===== src/rtl/clause_status_streamer.sv =====
// clause_status_streamer: streams a snapshot of clause satisfaction flags, one pair per handshake,
// starting at a random offset and wrapping, then reports the unsatisfied count.
module clause_status_streamer #(
    parameter int NUMBER_OF_CLAUSES = 2,
    parameter int MAXIMUM_BIT_WIDTH_OF_CLAUSES_INDEX = 1
) (
    input  logic                                          in_clk,
    input  logic                                          in_reset,
    input  logic                                          in_start,
    input  logic [NUMBER_OF_CLAUSES-1:0]                  in_clauses_satisfied,
    input  logic [MAXIMUM_BIT_WIDTH_OF_CLAUSES_INDEX-1:0] in_start_offset,
    input  logic                                          in_ready,
    output logic                                          out_valid,
    output logic [MAXIMUM_BIT_WIDTH_OF_CLAUSES_INDEX-1:0] out_clause_index,
    output logic                                          out_clause_satisfied,
    output logic                                          out_last,
    output logic                                          out_busy,
    output logic                                          out_done,
    output logic [MAXIMUM_BIT_WIDTH_OF_CLAUSES_INDEX:0]   out_unsatisfied_count
);
    localparam int N = NUMBER_OF_CLAUSES;
    localparam int W = MAXIMUM_BIT_WIDTH_OF_CLAUSES_INDEX;
    localparam logic [W:0] N_W = (W+1)'(N);
    localparam logic [W:0] LAST_CNT = N_W - 1'b1;
    localparam logic [W-1:0] LAST_IDX = W'(N - 1);

    typedef enum logic [1:0] {IDLE, STREAM, DONE} state_t;

    state_t         state_q, state_d;
    logic [N-1:0]   snap_q, snap_d;
    logic [W-1:0]   idx_q, idx_d;
    logic [W:0]     emitted_q, emitted_d;
    logic [W:0]     unsat_q, unsat_d;
    logic           hs;

    assign out_valid             = (state_q == STREAM);
    assign out_busy              = (state_q != IDLE);
    assign out_done              = (state_q == DONE);
    assign out_clause_index      = idx_q;
    assign out_clause_satisfied  = snap_q[idx_q];
    assign out_last              = out_valid && (emitted_q == LAST_CNT);
    assign out_unsatisfied_count = unsat_q;
    assign hs                    = out_valid & in_ready;

    always_comb begin
        state_d   = state_q;
        snap_d    = snap_q;
        idx_d     = idx_q;
        emitted_d = emitted_q;
        unsat_d   = unsat_q;
        case (state_q)
            IDLE: if (in_start) begin
                state_d   = STREAM;
                snap_d    = in_clauses_satisfied;
                idx_d     = ({1'b0, in_start_offset} < N_W) ? in_start_offset : '0;
                emitted_d = '0;
                unsat_d   = '0;
            end
            STREAM: if (hs) begin
                unsat_d   = unsat_q + {{W{1'b0}}, ~out_clause_satisfied};
                emitted_d = emitted_q + 1'b1;
                // explicit wrap so non-power-of-two clause counts never emit an out-of-range index
                idx_d     = (idx_q == LAST_IDX) ? '0 : idx_q + 1'b1;
                state_d   = out_last ? DONE : STREAM;
            end
            default: state_d = IDLE;
        endcase
    end

    always_ff @(posedge in_clk or posedge in_reset) begin
        if (in_reset) begin
            state_q   <= IDLE;
            snap_q    <= '0;
            idx_q     <= '0;
            emitted_q <= '0;
            unsat_q   <= '0;
        end else begin
            state_q   <= state_d;
            snap_q    <= snap_d;
            idx_q     <= idx_d;
            emitted_q <= emitted_d;
            unsat_q   <= unsat_d;
        end
    end
endmodule


===== config.mk =====
export PLATFORM = sky130hd
export DESIGN_NAME = clause_status_streamer
export DESIGN_NICKNAME = d
export VERILOG_FILES = /design/src/rtl/clause_status_streamer.sv
export SDC_FILE = /design/constraint.sdc
export NUM_CORES = 1
export LEC_CHECK = 0
export ABC_CLOCK_PERIOD_IN_PS = 2850
export CAP_MARGIN = 0
export CORE_AREA = 2 2 39 41
export CTS_CLUSTER_SIZE = 12
export DETAILED_ROUTE_END_ITERATION = 8
export DIE_AREA = 0 0 41 43
export HOLD_SLACK_MARGIN = 0.08
export PLACE_DENSITY = 0.63
export RECOVER_POWER = 25
export SLEW_MARGIN = 25
export SYNTH_ARGS = -nofsm -noshare
export SYNTH_HDL_FRONTEND = slang
export SYNTH_SLANG_ARGS = --single-unit
export TNS_END_PERCENT = 30

===== constraint.sdc =====
create_clock -name in_clk -period 2.85 [get_ports in_clk]
set_clock_uncertainty 0.2 [all_clocks]
set_input_delay 0.57 -clock in_clk [delete_from_list [all_inputs] [get_ports in_clk]]
set_output_delay 0.57 -clock in_clk [all_outputs]
set_load 0.01 [all_outputs]

==> impl_metrics.toml, run 1 <==
[sta]
maxClockFrequency_mhz = 408
finalSetupTns_ps = 0
report.final.hold_viol_count = 0
final_min_period_over_clock_period_pct = 85.9
layout_min_cycle_time_ps = 2450
final-max-slew-violation-count = 0
rsz0062_at_grt = "false"
final_count_of_negative_setup_slack_endpoints = 0
slew-limit-headroom_pct = 68.3
tightestPinTransition_ps = 475
final.hold.worst_slack_ps = 310

[power]
power_density_nw_per_um2 = 1060
p_leak_nw = 0.301
ir_drop_uv = 394

[clock_tree]
cts_htree_levels = 1
numClockSinks = 9
cts.repair.resized = 0
cts_tree = "yes"
ctsLongestPathBuffers = 2
cts-hold-fix-buffers = 0
clk_latency_ps = 260
cts.root.buffer_cell = "sky130_fd_sc_hd__clkbuf_4"
cts_buffers = 3
clk_pin_slew_worst_paths_ps = 60
post-cts-setup-buffer-count = 0

[yosys]
synth-seq-area-share_pct = 46.9
synth_top_area_cell = "sky130_fd_sc_hd__dfrtp_1"
yosysUniqueCellTypes = 23
number_of_flops_mapped_to_enable_cells_by_yosys = 0
synth_cells = 43
synth-main-ff-cell = "sky130_fd_sc_hd__dfrtp_1"
synth.cells.most_frequent = "sky130_fd_sc_hd__dfrtp_1, sky130_fd_sc_hd__inv_1, sky130_fd_sc_hd__a22o_1"
netlist_top_cells_area = "sky130_fd_sc_hd__dfrtp_1, sky130_fd_sc_hd__a22o_1, sky130_fd_sc_hd__ha_1"
synth_warnings = 0
syn-cell-area_sq_um = 480
synthArstFlopShare_pct = 100
share_of_yosys_cell_area_claimed_by_the_top_area_cell_type_pct = 46.9
synth_register_bits = 9
most_frequent_cell_after_synthesis = "sky130_fd_sc_hd__dfrtp_1"
mappedNetlistNets = 52
synth_area_per_cell_sq_um = 11.2

[drt]
drc_errors = 0
routedWlPerCell_um = 11.5
wl_um = 871
drtIter0Drc = 3
final_antenna_net_count = 0
detailroute.via_count = 371
drt-pass1-iter-count = 2
viasPerCell = 4.88

[floorplanning]
initial_core_util_pct = 34.7
rows = 14
design.core.area_sq_um = 1380
dieWidth_um = 41
floorplan.die.height_um = 43
die-area_sq_um = 1760
top_level_ports = 15

[placed_design]
gp_routability_congestion = 0.740
placed_cells_incl_taps = 72
place.detailed.hpwl_um = 638
placedInstanceArea_sq_um = 636
io_buffer_count = 14

[cells_and_area]
finalNonFillerCells = 76
finish.net_count = 70
fill_cells = 137
fraction_of_final_layout_cells_with_drive_strength_greater_than_1_pct = 15.0
synthToLayoutAreaGrowth_pct = 37.8
diodes = 0
final_util_pct = 47.8
sequential_cell_area_sq_um = 225
stdcell_area_sq_um = 662
multiInputGateArea_sq_um = 231

[global_route]
grt_start_max_net_pins = 14
grt_util_all_layers_pct = 13.5
grt_first_pass_wirelength_mm = 1.59
antenna_found_initial = 0
grt.overflow.total = 0
first_global_vias = 365

[worst_setup_path]
startpoint_type = "flip-flop"
worstPathRequired_ps = 2080
r2r_slack_ps = 1150
worstPathMaxFanout = 13
crit_arrival_ps = 1680
worstSetupEndpointType = "output pin"
criticalPathCategory = "reg2out"

[run]
number_of_max_cap_violations = 0

[run_status]
outcome = "finished, final reports clean"

[min_path]
min-delay-path-class = "reg2reg"
[cell type report]
class	instances	share of cell area (%)
multi-input combinational	28	35.0
inverter	5	2.84
clock buffer	4	3.97
sequential	9	34.0
timing repair buffer	14	21.2
tap	16	3.02
[final timing paths]
kind                                               from                                    to  depth (start not counted)
hold reg to reg                   snap_q[0]$_DFFE_PP0P_                 snap_q[0]$_DFFE_PP0P_                          1
min in group asynchronous                      in_reset                state_q[0]$_DFFE_PP0P_                          2
setup / recovery                 state_q[0]$_DFFE_PP0P_                              out_last                          3
max in group asynchronous                      in_reset          out_clause_index$_DFFE_PP0P_                          2
hold / removal                    snap_q[0]$_DFFE_PP0P_                 snap_q[0]$_DFFE_PP0P_                          1
setup reg to reg           out_clause_index$_DFFE_PP0P_  out_unsatisfied_count[1]$_DFFE_PP0P_                          5
[critical path, stage by stage, from the launching register on]
cell                              delay, ps
sky130_fd_sc_hd__dfrtp_1                570
sky130_fd_sc_hd__and2b_1                210
sky130_fd_sc_hd__and2_1                 120
sky130_fd_sc_hd__clkdlybuf4s50_1        520
[power breakdown]
part	internal, mW	switching [mW]	total, mW	leakage [nW]
clock network	0.0539	0.0432	0.0971	0.0150
logic	0.217	0.134	0.351	0.176
registers	0.185	0.0660	0.251	0.110
[layout by cell type (no fill, tap or decap), types with 2 or more instances in the layout]
| master | n |
|---|---|
| sky130_fd_sc_hd__mux2i_1 | 2 |
| sky130_fd_sc_hd__clkbuf_4 | 3 |
| sky130_fd_sc_hd__ha_1 | 2 |
| sky130_fd_sc_hd__mux2_2 | 2 |
| sky130_fd_sc_hd__nor3b_1 | 2 |
| sky130_fd_sc_hd__a31oi_1 | 2 |
| sky130_fd_sc_hd__a22o_1 | 4 |
| sky130_fd_sc_hd__clkdlybuf4s50_1 | 13 |
| sky130_fd_sc_hd__dfrtp_1 | 9 |
| sky130_fd_sc_hd__inv_1 | 5 |
[cell families after synthesis]
kind of cell	Yosys count	share of synthesized area, %
AO/OA/AOI/OAI	11	17.4
AND/OR/NAND/NOR	10	13.5
flip-flops	9	46.9
buffers and inverters	6	4.95
multiplexers	5	12.0
adder cells (fa/ha/maj)	2	5.21
[stage by stage]
stage	power, mW	setup WS (ps)
3_5_place_dp	0.606	698
6_report	0.699	402
5_1_grt	0.772	273
2_1_floorplan	0.458	1150
3_3_place_gp	0.600	704
4_1_cts	0.708	409
[state kept, by name (all words and copies together), names as in the netlist]
register / cells
emitted_q: 2
out_unsatisfied_count: 2
snap_q: 2
state_q: 2
out_clause_index: 1
[per-layer routing]
layer,track usage [%],routed length [um],vias to the layer above
met2,20.0,413,9
met5,0,0,-
met4,6.00,17,0
li1,-,-,188
met3,3.14,44,2
met1,18.1,395,172
No activity file was read; power rests on OpenSTA's default activity.
==> run 2, diff against run 1 <==
ABC_AREA = 1   (was default)
CORE_AREA = default   (was 2 2 39 41)
CORE_MARGIN = 2   (was default)
CORE_UTILIZATION = 26   (was default)
DIE_AREA = default   (was 0 0 41 43)
PLACE_DENSITY = 0.47   (was 0.63)
==> run 2 against run 1 <==
Effect of this change:
- via count grew 21%
- hold slack lost 45 ps
- non-clock buffer count is the same
- final area grew 5.3%
- cell count is 39% higher
- die area rose by 30%
- sequential cell count is the same
- largest cell class unchanged
- fmax grew 5.9%
- critical endpoint unchanged
- highest routed layer is now met3
- critical path depth is 2 higher
- sequential share of layout area decreased by 1.7 points
- setup slack better by 140 ps
- area after synthesis rose by 3.9%
==> impl_metrics.toml, run 2 <==
[clock_tree]
cts_buffers = 3
ctsLongestPathBuffers = 2
numClockSinks = 9
cts.repair.resized = 0
cts_tree = "yes"
cts_htree_levels = 1
cts.root.buffer_cell = "sky130_fd_sc_hd__clkbuf_4"
clk_pin_slew_worst_paths_ps = 60
cts-hold-fix-buffers = 0
post-cts-setup-buffer-count = 0
clk_latency_ps = 260

[sta]
rsz0062_at_grt = "false"
maxClockFrequency_mhz = 433
final_count_of_negative_setup_slack_endpoints = 0
final-max-slew-violation-count = 0
finalSetupTns_ps = 0
report.final.hold_viol_count = 0
tightestPinTransition_ps = 356
slew-limit-headroom_pct = 76.2
layout_min_cycle_time_ps = 2310
final_min_period_over_clock_period_pct = 81.1

[run_status]
outcome = "finished, final reports clean"

[cells_and_area]
finish.net_count = 91
final_util_pct = 39.5
fraction_of_final_layout_cells_with_drive_strength_greater_than_1_pct = 11.1
diodes = 0
most_common_library_cell_in_the_layout_ignoring_fill_and_taps = "sky130_fd_sc_hd__nand2_1"
leading_cell_types_in_the_layout_fill_and_taps_excluded = "sky130_fd_sc_hd__nand2_1, sky130_fd_sc_hd__clkdlybuf4s50_1, sky130_fd_sc_hd__inv_1, sky130_fd_sc_hd__dfrtp_1, sky130_fd_sc_hd__nand3_1"
synthToLayoutAreaGrowth_pct = 39.6

[drt]
drc_errors = 0
final_antenna_net_count = 0
topRoutingLayerUsed = "met3"
drt-pass1-iter-count = 4
drtIter0Drc = 5
wl_um = 964
wl_met3_um = 57
viasPerCell = 4.24
detailroute.wirelength.met2_um = 473
drt-met1-wl_um = 433
routedWlPerCell_um = 9.09
detailroute.via_count = 449

[yosys]
synth_warnings = 0
netlist_top_cells_area = "sky130_fd_sc_hd__dfrtp_1, sky130_fd_sc_hd__nand2_1, sky130_fd_sc_hd__inv_1"
synth.cells.most_frequent = "sky130_fd_sc_hd__nand2_1, sky130_fd_sc_hd__inv_1, sky130_fd_sc_hd__dfrtp_1, sky130_fd_sc_hd__nand3_1, sky130_fd_sc_hd__nor2_1"
synth_area_per_cell_sq_um = 7.92
number_of_flops_mapped_to_enable_cells_by_yosys = 0
syn-cell-area_sq_um = 499
yosysUniqueCellTypes = 13
synth_top_area_cell = "sky130_fd_sc_hd__dfrtp_1"
synthArstFlopShare_pct = 100
synth-main-ff-cell = "sky130_fd_sc_hd__dfrtp_1"
synth_cells = 63
mappedNetlistNets = 72
synth_register_bits = 9
most_frequent_cell_after_synthesis = "sky130_fd_sc_hd__nand2_1"
share_of_yosys_cell_area_claimed_by_the_top_area_cell_type_pct = 45.1
synth-seq-area-share_pct = 45.1

[placed_design]
place.detailed.hpwl_um = 774
gp_routability_congestion = 0.759
io_buffer_count = 14

[worst_setup_path]
critPathSlowestCell = "sky130_fd_sc_hd__clkdlybuf4s50_1"
startpoint_type = "flip-flop"
criticalPathCategory = "reg2out"
worstPathMaxFanout = 2
worstSetupEndpointType = "output pin"
max_stage_delay_ps = 540
crit_arrival_ps = 1540
r2r_cells = 8
worstPathRequired_ps = 2080
worst_path_cell_chain = "inv_1, ha_1, nand2_1, nor2_1, clkdlybuf4s50_1"

[floorplanning]
top_level_ports = 15
initial_core_util_pct = 28.3
design.core.area_sq_um = 1760
dieWidth_um = 47.8
rows = 15
floorplan.die.height_um = 47.8
die-area_sq_um = 2290

[power]
p_leak_nw = 0.358
power_mw = 0.711
ir_drop_uv = 325
power_density_nw_per_um2 = 1020

[global_route]
grt.overflow.total = 0
first_global_vias = 390
antenna_found_initial = 0
grt_start_max_net_pins = 10
grt_util_all_layers_pct = 10.5
grt_first_pass_wirelength_mm = 1.59

[min_path]
min-delay-path-class = "reg2reg"
hold-path-cell-count = 2

[run]
number_of_max_cap_violations = 0
## run 2: cell count changes in the layout (fill, tap and decap cells not counted), moves of 2 or more
cell	change
sky130_fd_sc_hd__inv_1	+6
sky130_fd_sc_hd__o21ai_0	+3
sky130_fd_sc_hd__nand2_1	+19
sky130_fd_sc_hd__a22o_1	-4
sky130_fd_sc_hd__nor2_1	+3
sky130_fd_sc_hd__nor3b_1	-2
sky130_fd_sc_hd__mux2i_1	-2
sky130_fd_sc_hd__nand2_4	+2
sky130_fd_sc_hd__nand3_1	+8
sky130_fd_sc_hd__mux2_2	-2
sky130_fd_sc_hd__a31oi_1	-2
## run 2: cell families after synthesis
group                    share of synthesized area [%]
flip-flops                                        45.1
AO/OA/AOI/OAI                                     4.01
buffers and inverters                             9.02
adder cells (fa/ha/maj)                           5.01
AND/OR/NAND/NOR                                   36.8
## run 2: final timing paths
kind,endpoint,start,slack (ps)
worst max-delay path,out_last,emitted_q[1]$_DFFE_PP0P_,540
worst min-delay path,snap_q[0]$_DFFE_PP0P_,snap_q[0]$_DFFE_PP0P_,270
worst max register to register,out_unsatisfied_count[1]$_DFFE_PP0P_,out_clause_index$_DFFE_PP0P_,1360
worst min register to register,snap_q[0]$_DFFE_PP0P_,snap_q[0]$_DFFE_PP0P_,270
max in group asynchronous,state_q[1]$_DFFE_PP0P_,in_reset,1670
min in group asynchronous,out_unsatisfied_count[0]$_DFFE_PP0P_,in_reset,510
## run 2: layer usage
metal | global-route usage (%) | vias to the layer above
met5 | 0 | -
met4 | 1.62 | 0
met3 | 6.04 | 0
met2 | 16.8 | 11
met1 | 12.5 | 204
li1 | - | 234
## run 2: critical path: cells and delay by family, from the launching register on
kind          cells  cell delay (ps)
fa+ha+maj         1              140
buf+inv           2              590
flops             1              370
simple gates      2              180
## run 2: power breakdown
part / switching (mW) / leakage [nW] / internal (mW)
combinational: 0.194 / 0.230 / 0.183
sequential: 0.0533 / 0.113 / 0.183
clock: 0.0436 / 0.0150 / 0.0539
## run 2: final cells by class
class                           instances  area, sq um
Sequential cell                         9          225
Fill cell                             202         1070
Timing Repair Buffer                   14          140
Inverter                               12         45.0
Clock buffer                            4         26.3
Multi-Input combinational cell         42          229
Tap cell                               25         31.3
## run 2: metrics by stage
step / hold WS, ps / std cells / worst slack (ps) / area [sq um]
global route: 323 / 106 / 448 / 697
floorplan: 198 / 63 / 1300 / 499
global placement: 252 / 102 / 821 / 671
finish: 266 / 106 / 538 / 697
detailed placement: 254 / 102 / 824 / 671
CTS: 271 / 106 / 514 / 697
